File: src/rtl/video_timing_gen.sv
// rtl/video_timing_gen.sv - raster timing generator with registered sync, blank, de and line/frame strobes
`timescale 1ns/1ps
module video_timing_gen #(
  parameter int HW       = 10,
  parameter int VW       = 9,
  parameter int H_ACTIVE = 320,
  parameter int H_FP     = 8,
  parameter int H_SYNC   = 32,
  parameter int H_BP     = 24,
  parameter int V_ACTIVE = 240,
  parameter int V_FP     = 4,
  parameter int V_SYNC   = 4,
  parameter int V_BP     = 14
) (
  input  logic          clk,
  input  logic          reset_n,
  input  logic          enable,
  input  logic          ce_pix,
  output logic [HW-1:0] hcount,
  output logic [VW-1:0] vcount,
  output logic          hs,
  output logic          vs,
  output logic          hb,
  output logic          vb,
  output logic          de,
  output logic          new_line,
  output logic          new_frame
);

  localparam int H_TOTAL = H_ACTIVE + H_FP + H_SYNC + H_BP;
  localparam int V_TOTAL = V_ACTIVE + V_FP + V_SYNC + V_BP;

  localparam logic [HW-1:0] H_LAST     = HW'(H_TOTAL - 1);
  localparam logic [HW-1:0] H_HB_START = HW'(H_ACTIVE);
  localparam logic [HW-1:0] H_HS_START = HW'(H_ACTIVE + H_FP);
  localparam logic [HW-1:0] H_HS_END   = HW'(H_ACTIVE + H_FP + H_SYNC);
  localparam logic [VW-1:0] V_LAST     = VW'(V_TOTAL - 1);
  localparam logic [VW-1:0] V_VB_START = VW'(V_ACTIVE);
  localparam logic [VW-1:0] V_VS_START = VW'(V_ACTIVE + V_FP);
  localparam logic [VW-1:0] V_VS_END   = VW'(V_ACTIVE + V_FP + V_SYNC);

  // Reject timing sets that do not fit the counters or have an empty porch/sync.
  generate
    if (H_TOTAL > 2**HW || V_TOTAL > 2**VW ||
        H_FP < 1 || H_SYNC < 1 || H_BP < 1 ||
        V_FP < 1 || V_SYNC < 1 || V_BP < 1) begin : g_bad_params
      $error("video_timing_gen: illegal timing parameters");
    end
  endgenerate

  logic [HW-1:0] hcount_q, hcount_d;
  logic [VW-1:0] vcount_q, vcount_d;
  logic          hs_q, hs_d, vs_q, vs_d, hb_q, hb_d, vb_q, vb_d, de_q, de_d;
  logic          new_line_q, new_line_d, new_frame_q, new_frame_d;
  logic          step, h_wrap, v_wrap;

  // Next counter values, then every decode taken from those next values so the
  // registered decodes line up with the registered counters (no skew).
  always_comb begin
    step     = enable & ce_pix;
    h_wrap   = (hcount_q == H_LAST);
    v_wrap   = (vcount_q == V_LAST);
    hcount_d = hcount_q;
    vcount_d = vcount_q;
    if (step) begin
      if (h_wrap) begin
        hcount_d = '0;
        vcount_d = v_wrap ? '0 : vcount_q + 1'b1;
      end else begin
        hcount_d = hcount_q + 1'b1;
      end
    end
    hb_d        = (hcount_d >= H_HB_START);
    hs_d        = (hcount_d >= H_HS_START) && (hcount_d < H_HS_END);
    vb_d        = (vcount_d >= V_VB_START);
    vs_d        = (vcount_d >= V_VS_START) && (vcount_d < V_VS_END);
    de_d        = ~hb_d & ~vb_d;
    new_line_d  = step & h_wrap;
    new_frame_d = step & h_wrap & v_wrap;
  end

  // Single register stage for counters, levels and strobes; reset parks on the last pixel.
  always_ff @(posedge clk or negedge reset_n) begin
    if (!reset_n) begin
      hcount_q    <= H_LAST;
      vcount_q    <= V_LAST;
      hs_q        <= 1'b0;
      vs_q        <= 1'b0;
      hb_q        <= 1'b1;
      vb_q        <= 1'b1;
      de_q        <= 1'b0;
      new_line_q  <= 1'b0;
      new_frame_q <= 1'b0;
    end else begin
      hcount_q    <= hcount_d;
      vcount_q    <= vcount_d;
      hs_q        <= hs_d;
      vs_q        <= vs_d;
      hb_q        <= hb_d;
      vb_q        <= vb_d;
      de_q        <= de_d;
      new_line_q  <= new_line_d;
      new_frame_q <= new_frame_d;
    end
  end

  assign hcount    = hcount_q;
  assign vcount    = vcount_q;
  assign hs        = hs_q;
  assign vs        = vs_q;
  assign hb        = hb_q;
  assign vb        = vb_q;
  assign de        = de_q;
  assign new_line  = new_line_q;
  assign new_frame = new_frame_q;

endmodule
File: config.mk
export PLATFORM = sky130hd
export DESIGN_NAME = video_timing_gen
export DESIGN_NICKNAME = d
export VERILOG_FILES = /design/src/rtl/video_timing_gen.sv
export SDC_FILE = /design/constraint.sdc
export NUM_CORES = 1
export LEC_CHECK = 0
export ABC_CLOCK_PERIOD_IN_PS = 2200
export BUFFER_PORTS_ARGS = -buffer_cell sky130_fd_sc_hd__clkbuf_2
export CAP_MARGIN = 25
export CORE_ASPECT_RATIO = 0.75
export CORE_UTILIZATION = 46
export DETAILED_ROUTE_END_ITERATION = 10
export PLACE_DENSITY = 0.72
export SYNTH_ARGS = -nofsm -noshare
export SYNTH_HDL_FRONTEND = slang
export SYNTH_SLANG_ARGS = --single-unit
File: constraint.sdc
create_clock -name clk -period 2.2 [get_ports clk]
set_input_delay 0.11 -clock clk [delete_from_list [all_inputs] [get_ports clk]]
set_output_delay 0.11 -clock clk [all_outputs]
set_load 0.005 [all_outputs]
==> summary by stage <==
CTS
The maximum clock insertion buffer count is 2. The cell sitting at the root of the clock tree is a clkbuf_8. The number of levels in the clock H-tree is 1. The CTS clock-pin slew for the worst setup and hold paths is 80 ps. TritonCTS built the clock tree. The CTS sink count is 26. At the later pin of the worst-skew pair, clock insertion delay measures 270 ps. The number of clock buffers added by TritonCTS is 3.

Finish
The utilization of the core after routing is 0.641. The number of antenna diodes in the final layout is 0. The area of all placed cells without fillers is 1760 µm². In the final layout, the share of cells above drive strength 1 is 0.395. The number of nets in the layout is 193.

The area growth from synthesis to layout is 25.0%. Fill cells in the final layout number 247.

STA
Setup violations remaining at the end of the flow were counted as 0. The slew at the pin closest to its max-slew limit is 626 ps. The post-route worst hold slack is 123 ps.

After layout, the minimum clock period comes to 2130 ps. The final clock skew is 3.69 ps. The number of max-slew violations in the final report was 0.

Measured against its own limit, the worst slew margin works out to 0.583. The final cycle utilization of the critical path is 0.967. Derived from the worst setup path, the maximum achievable clock frequency is 0.470 GHz. The count of final hold-check violations is 0. The worst path setup slack after routing is 72.9 ps.

Placement
The HPWL after detailed placement is ~2600 µm. In this run the tool buffered the top-level ports with 29 buffer cells. The total placed instance area is 1660 µm². The weighted congestion reported at the end of routability-driven placement is between 0.9 and 1. Timing analysis after detailed placement gives a worst setup slack of 63.9 ps.

GRT
The overall routing resource usage is 0.232. The first global-routing pass estimated 5590 µm of wire. The via count of the first global-routing pass was 1141. Entering global routing, the biggest net connects 27 pins.

The total overflow left after global routing is 0. The initial antenna violation count is 0.

Power
The maximum vdd drop is 393 µV. The static leakage is 0.780 nW. Dividing total power by cell area gives a power density of between 600 and 700 nW/µm².

Yosys
The number of enable-type register cells in the synthesized netlist is 0. The cell area after technology mapping is 1410 µm². Yosys printed 0 warnings. The synthesized netlist net count is 147. The most used flip-flop cell after synthesis is dfstp_2. The share of synthesized area in the top cell type comes to 0.243. The share of the yosys chip area belonging to registers is 0.474. The register bit total from synthesis is 26. Counting flops with an async set or reset pin after synthesis yields a share of 1.00. In this run the mean area of a mapped cell was 10.0 µm². The synthesized design spends more area on one cell type than any other, namely dfstp_2. The instance count of the mapped netlist is between 100 and 150.

By area the synthesized netlist is led by dfstp_2, dfrtp_1, nand3_1. The netlist uses 45 different library cells.

Worst setup path
The worst setup path is launched from a flip-flop. The arrival time reported for the critical path endpoint is 2310 ps. The required arrival time at the worst endpoint is approximately 2400 ps. The critical setup path kind is flip-flop to flip-flop. The worst setup path is captured at a flip-flop. Along the worst path, the maximum fanout reaches 7.

Die
From bottom edge to top edge, the die measures 49.9 µm. The effective utilization at floorplan is 0.513. The number of top-level pins is 30. The width of the die is 65.8 µm. The floorplan step defined a core boundary enclosing 2740 µm². The die area is roughly 3300 µm². After floorplanning, the core was divided into 16 placement rows.

Route
The final routed DRC violation total is 0. The first TritonRoute pass finished after 4 iterations. For this block, the via count after detailed routing is roughly 1300.

The routed wire length is 3410 µm. The first routing iteration left 63 violations. The routed wire length per instance is 15.4 µm. The count of nets left with antenna violations after detail routing is 0. In the routed layout, each cell is associated on average with a via count of 5.75.

Run
The tool flagged a number of max-cap violations equal to 0.

Outcome
The run finished with clean final reports.

Min path
The tightest min-delay check is of the primary input to flip-flop type.
[worst paths after layout]
| check | startpoint | cells after the start | slack, ps | to |
|---|---|---|---|---|
| max in group asynchronous | reset_n | 2 | 1410 | vs |
| min reg2reg | hcount[1] | 2 | 510 | hcount[1] |
| max reg2reg | hcount[0] | 7 | 70 | de |
| min | ce_pix | 3 | 120 | hcount[1] |
| max | hcount[0] | 7 | 70 | de |
| min in group asynchronous | reset_n | 2 | 370 | vcount[3] |
[report_power, final]
part / total, mW / internal, mW / switching, mW
Clock: 0.275 / 0.130 / 0.145
Combinational: 0.264 / 0.127 / 0.137
Sequential: 0.590 / 0.551 / 0.0383
Total: 1.13 / 0.808 / 0.320
[repair_timing]
| action | in CTS | in global routing |
|---|---|---|
| buffers inserted | 0 | 1 |
| hold buffers | 1 | 0 |
| resized for setup | 0 | 6 |
| hold endpoints to repair | 13 | 0 |
| setup endpoints to repair | 0 | 3 |
[cells in the final DEF (no fill, tap or decap), drive strengths merged, types with 5 or more instances in the layout]
cell type	instances
inv	6
buf	15
nor2	10
dfrtp	13
o21ai	10
a21oi	6
nor3	6
clkbuf	33
dfstp	13
nand3	9
nand2	10
nor4	5
[metal layers]
| layer | vias to the layer above | global-route usage | wire length [µm] |
|---|---|---|---|
| met1 | 617 | 0.351 | 1690 |
| met2 | 41 | 0.332 | 1500 |
| met4 | 0 | 0.0435 | 36 |
| met3 | 6 | 0.0602 | 189 |
| met5 | - | 0 | 0 |
| li1 | 607 | - | - |
[metrics by stage]
| stage | instances | power (mW) | TNS, ps |
|---|---|---|---|
| global placement | 215 | 0.847 | 0 |
| detailed placement | 215 | 0.855 | 0 |
| finish | 221 | 1.13 | 0 |
| CTS | 220 | 1.13 | 0 |
| global route | 221 | 1.20 | -19.1 |
| floorplan | 140 | 0.718 | 0 |
[sequential cells by signal, summed over array words and instances, names as in the netlist]
register and flops:
hcount 10, vcount 9, de 1, hb 1, hs 1, new_frame 1
new_line 1, vb 1, vs 1
[cells in the mapped netlist (2+ instances only)]
library cell,count
a21o_1,2
a21oi_1,6
and2_1,2
and3_1,2
and4_1,2
dfrtp_1,13
dfstp_2,13
ha_1,3
inv_1,6
nand2_1,10
nand3_1,9
nand4_1,3
nor2_1,10
nor2b_1,2
nor3_1,6
nor4_1,5
o21ai_0,9
o31ai_1,4
or2_2,2
or3_1,2
xnor2_1,4
xor2_1,2
[worst max-delay path, stage by stage (launching register included)]
cell	delay, ps
dfstp_2	580
ha_2	190
nand4_1	140
or3_4	420
clkinv_4	80
o21ai_0	80
a32o_1	280
a311oi_2	280
[kinds of logic after synthesis]
kind of cell	after synthesis	synth area share
XOR/XNOR	6	0.0374
adder cells (fa/ha/maj)	3	0.0267
AO/OA/AOI/OAI	33	0.165
flip-flops	26	0.474
buffers and inverters	11	0.0507
AND/OR/NAND/NOR	61	0.246
[cell type report]
type	instances	area, µm²	area share
multi-input combinational	103	702	0.399
timing repair buffer	45	268	0.152
sequential	26	667	0.379
clock buffer	4	45.0	0.0256
inverter	7	31.3	0.0178
tap	36	45.0	0.0256
Power figures use the tool's default switching activity.
